File: src/rtl/multicycle_ctrl_if.sv
// Control-side bundle between multicycle_ctrl and the 16-bit MIPS-like datapath.
// The controller drives the master modport; the datapath/memory side uses slave.
interface multicycle_ctrl_if;
  // memready: the memory asserts it in the cycle an access completes; the
  // controller keeps its strobe and address select steady until that cycle.
  logic [3:0]  opcode;
  logic [1:0]  funct;
  logic        zerosignal;
  logic        memready;
  logic [1:0]  ALUctrl;
  logic        alusrca;
  logic [1:0]  alusrcb;
  logic        pcwrite;
  logic [1:0]  pcsrc;
  logic        iord;
  logic        memread;
  logic        memwrite;
  logic        irwrite;
  logic        regwrite;
  logic        regdst;
  logic        memtoreg;
  logic        halted;
  logic [15:0] instcount;

  modport master (
    input  opcode, funct, zerosignal, memready,
    output ALUctrl, alusrca, alusrcb, pcwrite, pcsrc, iord, memread, memwrite,
           irwrite, regwrite, regdst, memtoreg, halted, instcount
  );

  modport slave (
    output opcode, funct, zerosignal, memready,
    input  ALUctrl, alusrca, alusrcb, pcwrite, pcsrc, iord, memread, memwrite,
           irwrite, regwrite, regdst, memtoreg, halted, instcount
  );
endinterface

File: src/rtl/multicycle_ctrl.sv
// Multi-cycle control sequencer: fetch/decode/execute/memory/writeback FSM.
// Define CTRL_ILLEGAL_TRAP_EN to trap illegal opcodes in a sticky HALT state.
module multicycle_ctrl (
  input  logic                    clk,
  input  logic                    rst_n,
  multicycle_ctrl_if.master       bus,
  output logic [3:0]              dbg_state
);

  localparam logic [3:0] OP_R    = 4'h0;
  localparam logic [3:0] OP_ADDI = 4'h1;
  localparam logic [3:0] OP_ANDI = 4'h2;
  localparam logic [3:0] OP_ORI  = 4'h3;
  localparam logic [3:0] OP_LW   = 4'h4;
  localparam logic [3:0] OP_SW   = 4'h5;
  localparam logic [3:0] OP_BEQ  = 4'h6;
  localparam logic [3:0] OP_BNE  = 4'h7;
  localparam logic [3:0] OP_J    = 4'h8;

  typedef enum logic [3:0] {
    S_IDLE      = 4'd0,
    S_FETCH     = 4'd1,
    S_DECODE    = 4'd2,
    S_EXEC_R    = 4'd3,
    S_EXEC_I    = 4'd4,
    S_WB_ALU    = 4'd5,
    S_MEM_ADDR  = 4'd6,
    S_MEM_READ  = 4'd7,
    S_MEM_WRITE = 4'd8,
    S_WB_MEM    = 4'd9,
    S_BRANCH    = 4'd10,
    S_JUMP      = 4'd11
`ifdef CTRL_ILLEGAL_TRAP_EN
    , S_HALT    = 4'd12
`endif
  } state_t;

  state_t      state_q, state_d;
  logic [3:0]  op_q;
  logic [15:0] instcount_q;
  logic        retire;

  assign dbg_state     = state_q;
  assign bus.instcount = instcount_q;

  // State register, opcode latch and retired-instruction counter
  always_ff @(posedge clk or negedge rst_n) begin
    if (!rst_n) begin
      state_q     <= S_IDLE;
      op_q        <= 4'h0;
      instcount_q <= 16'h0000;
    end else begin
      state_q <= state_d;
      if (state_q == S_DECODE) op_q <= bus.opcode;
      if (retire) instcount_q <= instcount_q + 16'd1;
    end
  end

  always_comb begin
    state_d = state_q;
    case (state_q)
      S_IDLE:      state_d = S_FETCH;
      S_FETCH:     if (bus.memready) state_d = S_DECODE;
      S_DECODE: begin
        case (bus.opcode)
          OP_R:                    state_d = S_EXEC_R;
          OP_ADDI, OP_ANDI, OP_ORI: state_d = S_EXEC_I;
          OP_LW, OP_SW:            state_d = S_MEM_ADDR;
          OP_BEQ, OP_BNE:          state_d = S_BRANCH;
          OP_J:                    state_d = S_JUMP;
`ifdef CTRL_ILLEGAL_TRAP_EN
          default:                 state_d = S_HALT;
`else
          default:                 state_d = S_FETCH;
`endif
        endcase
      end
      S_EXEC_R, S_EXEC_I: state_d = S_WB_ALU;
      S_WB_ALU, S_WB_MEM, S_BRANCH, S_JUMP: state_d = S_FETCH;
      S_MEM_ADDR:  state_d = (op_q == OP_LW) ? S_MEM_READ : S_MEM_WRITE;
      S_MEM_READ:  if (bus.memready) state_d = S_WB_MEM;
      S_MEM_WRITE: if (bus.memready) state_d = S_FETCH;
`ifdef CTRL_ILLEGAL_TRAP_EN
      S_HALT:      state_d = S_HALT;
`endif
      default:     state_d = S_IDLE;
    endcase
  end

  // Moore decode, except memready gating in FETCH and the BRANCH pcwrite
  always_comb begin
    bus.ALUctrl  = 2'b00;
    bus.alusrca  = 1'b0;
    bus.alusrcb  = 2'b00;
    bus.pcwrite  = 1'b0;
    bus.pcsrc    = 2'b00;
    bus.iord     = 1'b0;
    bus.memread  = 1'b0;
    bus.memwrite = 1'b0;
    bus.irwrite  = 1'b0;
    bus.regwrite = 1'b0;
    bus.regdst   = 1'b0;
    bus.memtoreg = 1'b0;
    bus.halted   = 1'b0;
    retire       = 1'b0;
    case (state_q)
      S_FETCH: begin
        bus.memread = 1'b1;
        bus.alusrcb = 2'b01;
        bus.irwrite = bus.memready;
        bus.pcwrite = bus.memready;
      end
      S_DECODE: begin
        bus.alusrcb = 2'b11;
`ifndef CTRL_ILLEGAL_TRAP_EN
        // An illegal opcode retires here as a NOP
        retire = (bus.opcode > OP_J);
`endif
      end
      S_EXEC_R: begin
        bus.alusrca = 1'b1;
        bus.ALUctrl = bus.funct;
      end
      S_EXEC_I: begin
        bus.alusrca = 1'b1;
        bus.alusrcb = 2'b10;
        case (op_q)
          OP_ANDI: bus.ALUctrl = 2'b10;
          OP_ORI:  bus.ALUctrl = 2'b11;
          default: bus.ALUctrl = 2'b00;
        endcase
      end
      S_WB_ALU: begin
        bus.regwrite = 1'b1;
        bus.regdst   = (op_q == OP_R);
        retire       = 1'b1;
      end
      S_MEM_ADDR: begin
        bus.alusrca = 1'b1;
        bus.alusrcb = 2'b10;
      end
      S_MEM_READ: begin
        bus.memread = 1'b1;
        bus.iord    = 1'b1;
      end
      S_MEM_WRITE: begin
        bus.memwrite = 1'b1;
        bus.iord     = 1'b1;
        retire       = bus.memready;
      end
      S_WB_MEM: begin
        bus.regwrite = 1'b1;
        bus.memtoreg = 1'b1;
        retire       = 1'b1;
      end
      S_BRANCH: begin
        bus.alusrca = 1'b1;
        bus.ALUctrl = 2'b01;
        bus.pcsrc   = 2'b01;
        bus.pcwrite = (op_q == OP_BNE) ? ~bus.zerosignal : bus.zerosignal;
        retire      = 1'b1;
      end
      S_JUMP: begin
        bus.pcsrc   = 2'b10;
        bus.pcwrite = 1'b1;
        retire      = 1'b1;
      end
`ifdef CTRL_ILLEGAL_TRAP_EN
      S_HALT: bus.halted = 1'b1;
`endif
      default: ;
    endcase
  end

endmodule
File: src/flat_wrapper.sv
// flat-port wrapper written by rule: the top's interface ports become plain ports
module multicycle_ctrl_flat 
  (clk, rst_n, dbg_state, bus_opcode, bus_funct, bus_zerosignal, bus_memready, bus_ALUctrl, bus_alusrca, bus_alusrcb, bus_pcwrite, bus_pcsrc, bus_iord, bus_memread, bus_memwrite, bus_irwrite, bus_regwrite, bus_regdst, bus_memtoreg, bus_halted, bus_instcount);
  multicycle_ctrl_if bus_i ();
  input  logic clk;
  input  logic rst_n;
  output logic [3:0] dbg_state;
  input wire logic [$bits(bus_i.opcode)-1:0] bus_opcode;
  input wire logic [$bits(bus_i.funct)-1:0] bus_funct;
  input wire logic [$bits(bus_i.zerosignal)-1:0] bus_zerosignal;
  input wire logic [$bits(bus_i.memready)-1:0] bus_memready;
  output wire logic [$bits(bus_i.ALUctrl)-1:0] bus_ALUctrl;
  output wire logic [$bits(bus_i.alusrca)-1:0] bus_alusrca;
  output wire logic [$bits(bus_i.alusrcb)-1:0] bus_alusrcb;
  output wire logic [$bits(bus_i.pcwrite)-1:0] bus_pcwrite;
  output wire logic [$bits(bus_i.pcsrc)-1:0] bus_pcsrc;
  output wire logic [$bits(bus_i.iord)-1:0] bus_iord;
  output wire logic [$bits(bus_i.memread)-1:0] bus_memread;
  output wire logic [$bits(bus_i.memwrite)-1:0] bus_memwrite;
  output wire logic [$bits(bus_i.irwrite)-1:0] bus_irwrite;
  output wire logic [$bits(bus_i.regwrite)-1:0] bus_regwrite;
  output wire logic [$bits(bus_i.regdst)-1:0] bus_regdst;
  output wire logic [$bits(bus_i.memtoreg)-1:0] bus_memtoreg;
  output wire logic [$bits(bus_i.halted)-1:0] bus_halted;
  output wire logic [$bits(bus_i.instcount)-1:0] bus_instcount;
  assign bus_i.opcode = bus_opcode;
  assign bus_i.funct = bus_funct;
  assign bus_i.zerosignal = bus_zerosignal;
  assign bus_i.memready = bus_memready;
  assign bus_ALUctrl = bus_i.ALUctrl;
  assign bus_alusrca = bus_i.alusrca;
  assign bus_alusrcb = bus_i.alusrcb;
  assign bus_pcwrite = bus_i.pcwrite;
  assign bus_pcsrc = bus_i.pcsrc;
  assign bus_iord = bus_i.iord;
  assign bus_memread = bus_i.memread;
  assign bus_memwrite = bus_i.memwrite;
  assign bus_irwrite = bus_i.irwrite;
  assign bus_regwrite = bus_i.regwrite;
  assign bus_regdst = bus_i.regdst;
  assign bus_memtoreg = bus_i.memtoreg;
  assign bus_halted = bus_i.halted;
  assign bus_instcount = bus_i.instcount;
  multicycle_ctrl u_core (.clk(clk), .rst_n(rst_n), .bus(bus_i), .dbg_state(dbg_state));
endmodule
File: config.mk
export PLATFORM = sky130hd
export DESIGN_NAME = multicycle_ctrl_flat
export DESIGN_NICKNAME = d
export VERILOG_FILES = /design/src/rtl/multicycle_ctrl_if.sv /design/src/rtl/multicycle_ctrl.sv /design/src/flat_wrapper.sv
export SDC_FILE = /design/constraint.sdc
export NUM_CORES = 1
export LEC_CHECK = 0
export ABC_AREA = 0
export CAP_MARGIN = 25
export CELL_PAD_IN_SITES_DETAIL_PLACEMENT = 0
export CELL_PAD_IN_SITES_GLOBAL_PLACEMENT = 1
export CORE_ASPECT_RATIO = 0.7
export CORE_UTILIZATION = 35
export CTS_CLUSTER_SIZE = 30
export DETAILED_ROUTE_END_ITERATION = 10
export PLACE_DENSITY_LB_ADDON = 0.1
export SETUP_SLACK_MARGIN = 0.3
export SLEW_MARGIN = 20
export SYNTH_ARGS = -nofsm -noshare
export SYNTH_HDL_FRONTEND = slang
export SYNTH_SLANG_ARGS = --single-unit
export TNS_END_PERCENT = 100
File: constraint.sdc
create_clock -name clk -period 1.9 [get_ports clk]
set_input_delay 0.475 -clock clk [delete_from_list [all_inputs] [get_ports clk]]
set_output_delay 0.475 -clock clk [all_outputs]
set_load 0.02 [all_outputs]
==> results of run 1 <==
-- worst reg2reg max path, delay by kind of cell (launching register included) --
family,cells,cell delay (ns)
buffers and inverters,6,0.81
and+or+nand+nor,1,0.28
AOI/OAI and AO/OA,1,0.11
xor gates and xnor gates,1,0.15
DFF,1,0.46
-- report_power, final --
part | switching [W] | total [W] | internal (W)
Clock | 0.000170 | 0.000452 | 0.000282
Combinational | 0.00138 | 0.00282 | 0.00144
Sequential | 0.000190 | 0.000848 | 0.000658
Total | 0.00174 | 0.00412 | 0.00238
-- path summary, 6_finish.rpt --
| check | to | slack (ns) | cells past startpoint |
|---|---|---|---|
| max in group asynchronous | u_core.dbg_state[1] | 1.09 | 2 |
| hold reg to reg | u_core.bus.instcount[15] | 0.50 | 1 |
| hold / removal | u_core.bus.instcount[15] | 0.50 | 1 |
| setup / recovery | bus_ALUctrl[0] | -0.18 | 5 |
| setup reg to reg | u_core.bus.instcount[3] | 0 | 9 |
| min in group asynchronous | u_core.bus.instcount[7] | 0.55 | 2 |
-- kinds of logic after synthesis --
kind of cell,after synthesis,synth area share
xor gates and xnor gates,16,0.0885
adders and majority gates,1,0.00790
DFF,24,0.379
and+or+nand+nor,56,0.231
other,1,0.00237
AOI/OAI and AO/OA,43,0.201
buffers and inverters,17,0.0616
muxes,4,0.0284
-- layout by cell type, fill, tap and decap left out, types with 3 or more instances in the layout --
cell type,netlist,layout
clkdlybuf4s50_1,0,7
inv_1,4,3
dlygate4sd2_1,0,15
nor2_1,13,4
a21oi_2,0,3
dfrtp_2,0,8
o2111ai_4,0,5
buf_6,3,37
a21oi_1,8,4
and3_1,6,6
nand2b_4,2,5
dfrtp_1,24,16
buf_4,2,37
xnor2_1,16,15
o21ai_0,7,3
buf_2,3,3
clkbuf_8,0,3
or2_4,0,3
mux2_4,0,4
o211ai_1,5,5
nand3b_1,3,3
nand2_1,5,3
nor2_4,0,9
-- flip-flops by register name (all words and copies together), names as in the netlist --
signal                count
u_core.bus.instcount     16
u_core.op_q               4
u_core.dbg_state          4
-- metrics by stage --
step	hold WS (ns)	setup slack [ns]	cell area, um2
3_5_place_dp	0.479	-0.554	2470
3_3_place_gp	0.462	-0.550	2470
6_report	0.497	-0.184	3080
4_1_cts	0.484	-0.189	2940
5_1_grt	0.513	-0.248	3080
2_1_floorplan	0.179	-0.00565	1760
-- cell type report --
class / count / area, um2
timing repair buffer: 107 / 1030
sequential: 24 / 611
multi-input combinational: 121 / 1270
tap: 55 / 68.8
clock buffer: 3 / 41.3
inverter: 4 / 17.5
fill: 315 / 1250
clock inverter: 1 / 30.0
-- layer usage --
layer	track usage	vias to the layer above
met5	0	-
met4	0.0301	0
met3	0.0488	2
met2	0.374	58
met1	0.343	837
li1	-	800
-- repair_timing --
| action | CTS | global route |
|---|---|---|
| gates cloned | 2 | 0 |
| pin swaps | 33 | 19 |
| resized for setup | 180 | 28 |
| setup endpoints to repair | 58 | 44 |
| buffers inserted | 19 | 3 |
==> flow_summary.json, run 1 <==
{
  "status": "finished with violations",
  "violations": "setup timing",
  "p_total_w": 0.00412,
  "drc": 0,
  "place_congestion": 0.841,
  "critical_path_class": "flip-flop to output pin",
  "drive_above_1_share": 0.581,
  "setup_viol": 13,
  "dp.cells": 287,
  "drv_slew": 0,
  "grt-ovfl-total": 0,
  "yosysWarnings": 0,
  "fin_nets": 272,
  "cp-start-kind": "flip-flop",
  "port_buffers": 44,
  "numCtsBuffers": 3,
  "htreeDepth": 1,
  "crit_start": "u_core.dbg_state[3]",
  "grt_pass1_vias": 1722,
  "layout_worst_path_cycle_share": 1.10,
  "synth_cells": 162,
  "tightest_slew_ns": 0.580,
  "synth_nets": 173,
  "maxSlewHeadroom": 0.612,
  "wl_met3_um": 289,
  "crit_buf_inv": 1,
  "clock_path_buffers": 2,
  "p_leak_nw": 1.29,
  "utilization": 0.711,
  "crit_family": "simple AND/OR/NAND/NOR gates",
  "die_h_um": 58.3,
  "synth_area_um2": 1580,
  "viasPerCell": 5.39,
  "met1Wirelength_um": 2510,
  "period_needed_ns": 2.08,
  "rows": 20,
  "dr.pass1.iters": 4,
  "grt_usage": 0.237,
  "grt_pass1_wl_um": 8530,
  "clock_latency_ns": 0.27,
  "endpoint_kind": "output pin",
  "die_area_um2": 4800,
  "wire_per_inst_um": 16.4,
  "clk_pin_slew_ns": 0.10,
  "diodes": 0,
  "yosys_register_bits": 24,
  "async_reset_ff_frac": 1.00,
  "drtIter0Drc": 71,
  "synth-edff-count": 0,
  "ir_drop_v": 0.000645,
  "clock_skew_ns": 0.0161,
  "hold_start": "u_core.bus.instcount[15]",
  "hold_viol_final": 0,
  "routed.top_layer": "met4",
  "tritoncts": "yes",
  "area_growth_pct": 94.2,
  "placeableCoreArea_um2": 4330,
  "hpwl_um": 3470,
  "worstPathRequired_ns": 1.42,
  "synth_common_cells": "24 x dfrtp_1, 16 x xnor2_1, 13 x nor2_1, 8 x a21oi_1, 8 x o2111ai_1",
  "ys_seq_area_frac": 0.379,
  "cts-root-buf": "clkbuf_8",
  "synth_flop_cell": "dfrtp_1",
  "final_cells": 315,
  "tns_ns": -0.776,
  "clkSinkCount": 24,
  "route.vias.total": 1697,
  "yosys.area.top_type": "dfrtp_1",
  "rsz0062_at_grt": "true",
  "die_x_um": 82.4,
  "cpPeakStageDelay_ns": 0.41,
  "min_path_type": "flip-flop to flip-flop",
  "totalWireLength_um": 5170,
  "start_util": 0.366,
  "wl_met2_um": 2360,
  "hold_buffers": 0,
  "r2r-start": "u_core.dbg_state[2]",
  "synth.top_cell.area_share": 0.379,
  "cp_slowest_cell": "dfrtp_2",
  "antenna_found_initial": 0,
  "power_density_nw_per_um2": 1340,
  "setup_ws_ns": -0.184,
  "ant_nets": 0,
  "ys_types": 50,
  "grt_max_degree": 25,
  "synth.most_common_cell": "dfrtp_1",
  "worstPathCellList": "nand2b_4 -> or3_4 -> nor2_4 -> a32o_2 -> buf_6",
  "path_max_fanout": 2,
  "synth.top_cells.by_area": "dfrtp_1 38%, xnor2_1 8.8%, o2111ai_1 4.4%",
  "cp_data_arrival_time_ns": 1.61,
  "fmax_mhz": 480,
  "syn_avg_cell_area_um2": 9.78,
  "io_pins": 46,
  "maxCapViolCount": 0
}
No activity file was read; power rests on OpenSTA's default activity.
==> inputs of run 2 (changes only) <==
--- a/config.mk
+++ b/config.mk
@@ -9,8 +9,9 @@
 export CAP_MARGIN = 25
 export CELL_PAD_IN_SITES_DETAIL_PLACEMENT = 0
 export CELL_PAD_IN_SITES_GLOBAL_PLACEMENT = 1
-export CORE_ASPECT_RATIO = 0.7
-export CORE_UTILIZATION = 35
+export CORE_ASPECT_RATIO = 1.1
+export CORE_UTILIZATION = 37
+export CTS_BUF_LIST = sky130_fd_sc_hd__clkbuf_8
 export CTS_CLUSTER_SIZE = 30
 export DETAILED_ROUTE_END_ITERATION = 10
 export PLACE_DENSITY_LB_ADDON = 0.1
==> run 2 against run 1 <==
  * Combinational power is 15% higher
  * Routed wire length is 6.1% higher
  * Largest cell class unchanged
  * Global-route usage is 0.56 points higher
  * Setup slack worse by 0.0034 ns
  * Register-to-register slack hardly changed
  * Total power is 7.2% higher
  * Fmax is 0.16% lower
  * Flip-flop and latch count stayed put
  * Cell area is 3.4% higher
  * The run still ends with setup timing left
  * Final cell count is 2.2% higher
  * Clock power is 22% lower
  * First-iteration DRC count is 1.4% lower
==> flow_summary.json, run 2 (synthesis results as in run 1) <==
{
  "drc": 0,
  "setup_viol": 16,
  "layout_worst_path_cycle_share": 1.10,
  "place_congestion": 0.886,
  "clock_latency_ns": 0.27,
  "path_max_fanout": 2,
  "ant_nets": 0,
  "crit_start": "u_core.dbg_state[3]",
  "die_h_um": 70.6,
  "drtIter0Drc": 70,
  "hold_viol_final": 0,
  "pwr-share-clk": 0.080,
  "area_growth_pct": 101,
  "start_util": 0.394,
  "numCtsBuffers": 3,
  "r2r_slack_ns": -0.01,
  "dp.cells": 285,
  "fmax_mhz": 479,
  "cp-endpoint": "bus_ALUctrl[0]",
  "htreeDepth": 1,
  "totalWireLength_um": 5490,
  "min_path_type": "flip-flop to flip-flop",
  "seqPwrFrac": 0.190,
  "p_sw_frac": 0.419,
  "dr.pass1.iters": 4,
  "clock_skew_ns": 0.00524,
  "drv_slew": 0,
  "power_density_nw_per_um2": 1390,
  "clkSinkCount": 24,
  "tightest_slew_ns": 0.565,
  "status": "finished with violations",
  "final_cells": 322,
  "io_pins": 46,
  "worstReg2RegEnd": "u_core.bus.instcount[13]",
  "die_x_um": 64.4,
  "wire_per_inst_um": 17.0,
  "period_needed_ns": 2.09,
  "drive_above_1_share": 0.611,
  "switchingPower_w": 0.00185,
  "tritoncts": "yes",
  "place_ws_ns": -0.536,
  "clock_path_buffers": 2,
  "grt_max_degree": 25,
  "combPwrFrac": 0.730,
  "num-fill-cells": 250,
  "maxSlewHeadroom": 0.622,
  "route.vias.total": 1745,
  "hold_depth": 1,
  "critical_path_class": "flip-flop to output pin",
  "viasPerCell": 5.42,
  "worstPathRequired_ns": 1.42,
  "fin_nets": 282,
  "final_common_cell": "buf_4",
  "antenna_found_initial": 0,
  "cp_data_arrival_time_ns": 1.61,
  "endpoint_kind": "output pin",
  "p_leak_nw": 1.35,
  "cp-start-kind": "flip-flop",
  "placeableCoreArea_um2": 4020,
  "grt_usage": 0.243,
  "mostFrequentLayoutCells": "43 x buf_4, 41 x buf_6, 19 x dlygate4sd2_1, 16 x dfrtp_1, 15 x xnor2_1",
  "regArea_um2": 611,
  "port_buffers": 44,
  "multiInputGateArea_um2": 1300,
  "grt_pass1_wl_um": 8720,
  "cts-root-buf": "clkbuf_8",
  "setup_ws_ns": -0.188,
  "r2r_cells": 9,
  "largest_register_ffs": 16,
  "grt-ovfl-total": 0,
  "clk_pin_slew_ns": 0.09,
  "ir_drop_v": 0.000908,
  "grt_pass1_vias": 1767,
  "rows": 24,
  "hpwl_um": 3320,
  "power.internal_w": 0.00257,
  "maxCapViolCount": 0,
  "violations": "setup timing",
  "r2r-start": "u_core.dbg_state[2]",
  "die_area_um2": 4550,
  "hold_buffers": 0,
  "diodes": 0,
  "rsz0062_at_grt": "true"
}
==> run 2: changes by cell type in the layout (fill, tap and decap cells not counted), moves of 2 or more <==
cell / previous run / this run
o21ai_2: 1 / 4
clkdlybuf4s15_1: 2 / 0
clkdlybuf4s50_1: 7 / 4
o21ai_1: 2 / 0
o2111ai_4: 5 / 7
a21oi_1: 4 / 6
buf_2: 3 / 1
buf_4: 37 / 43
dlygate4sd2_1: 15 / 19
buf_6: 37 / 41
a21oi_2: 3 / 1
nor2_4: 9 / 7
buf_8: 2 / 4
==> run 2: what timing repair did <==
| item | 4_1_cts | 5_1_grt |
|---|---|---|
| pin swaps | 38 | 28 |
| gates resized for setup | 188 | 31 |
| cloned | 1 | 0 |
| endpoints found under the hold margin | 0 | 0 |
| setup buffers | 19 | 13 |
| endpoints found under the setup margin | 58 | 48 |
==> run 2: cell type report <==
class                   count  area share
multi-input cells         121       0.409
repair buffers            117       0.356
flip-flops and latches     24       0.192
well taps                  52      0.0204
clock buffers               4      0.0173
inverters                   4     0.00472
==> run 2: critical path: stages, from the launching register on <==
cell and delay, ns:
dfrtp_2 0.43, nand2b_4 0.15, or3_4 0.36, nor2_4 0.10, a32o_2 0.19, buf_6 0.11
==> run 2: per-stage QoR <==
stage          hold WS (ns)  power [W]  setup TNS [ns]  utilization  cell area, um2
4_1_cts               0.472    0.00406          -0.897        0.744            2990
3_5_place_dp          0.464    0.00301           -7.32        0.611            2460
6_report              0.483    0.00442           -1.08        0.791            3180
3_3_place_gp          0.467    0.00297           -6.27        0.611            2460
2_1_floorplan         0.179    0.00215        -0.00850            -            1760
5_1_grt               0.514    0.00466           -2.27        0.791            3180
==> run 2: metal layers <==
metal | up-vias | share of wire | track usage
met5 | - | 0 | 0
met4 | 0 | 0.018 | 0.0716
met3 | 12 | 0.039 | 0.0387
met2 | 50 | 0.54 | 0.444
met1 | 863 | 0.40 | 0.290
li1 | 820 | - | -
==> run 2: power by group through the flow <==
stage                     Clock [W]  Combinational (W)  Sequential (W)
after floorplan                   0            0.00124        0.000912
after global placement            0            0.00215        0.000825
after detailed placement          0            0.00217        0.000838
after CTS                  0.000359            0.00284        0.000865
after global routing       0.000392            0.00340        0.000864
final                      0.000353            0.00323        0.000842
==> run 2: worst min-delay path by stage <==
stage	endpoint	slack, ns	startpoint
after global routing	u_core.bus.instcount[15]	0.51	u_core.bus.instcount[15]
after global placement	u_core.bus.instcount[15]	0.47	u_core.bus.instcount[15]
after CTS	u_core.bus.instcount[15]	0.47	u_core.bus.instcount[15]
final	u_core.bus.instcount[15]	0.48	u_core.bus.instcount[15]
after detailed placement	u_core.bus.instcount[15]	0.46	u_core.bus.instcount[15]
after floorplan	u_core.bus.instcount[0]	0.18	rst_n
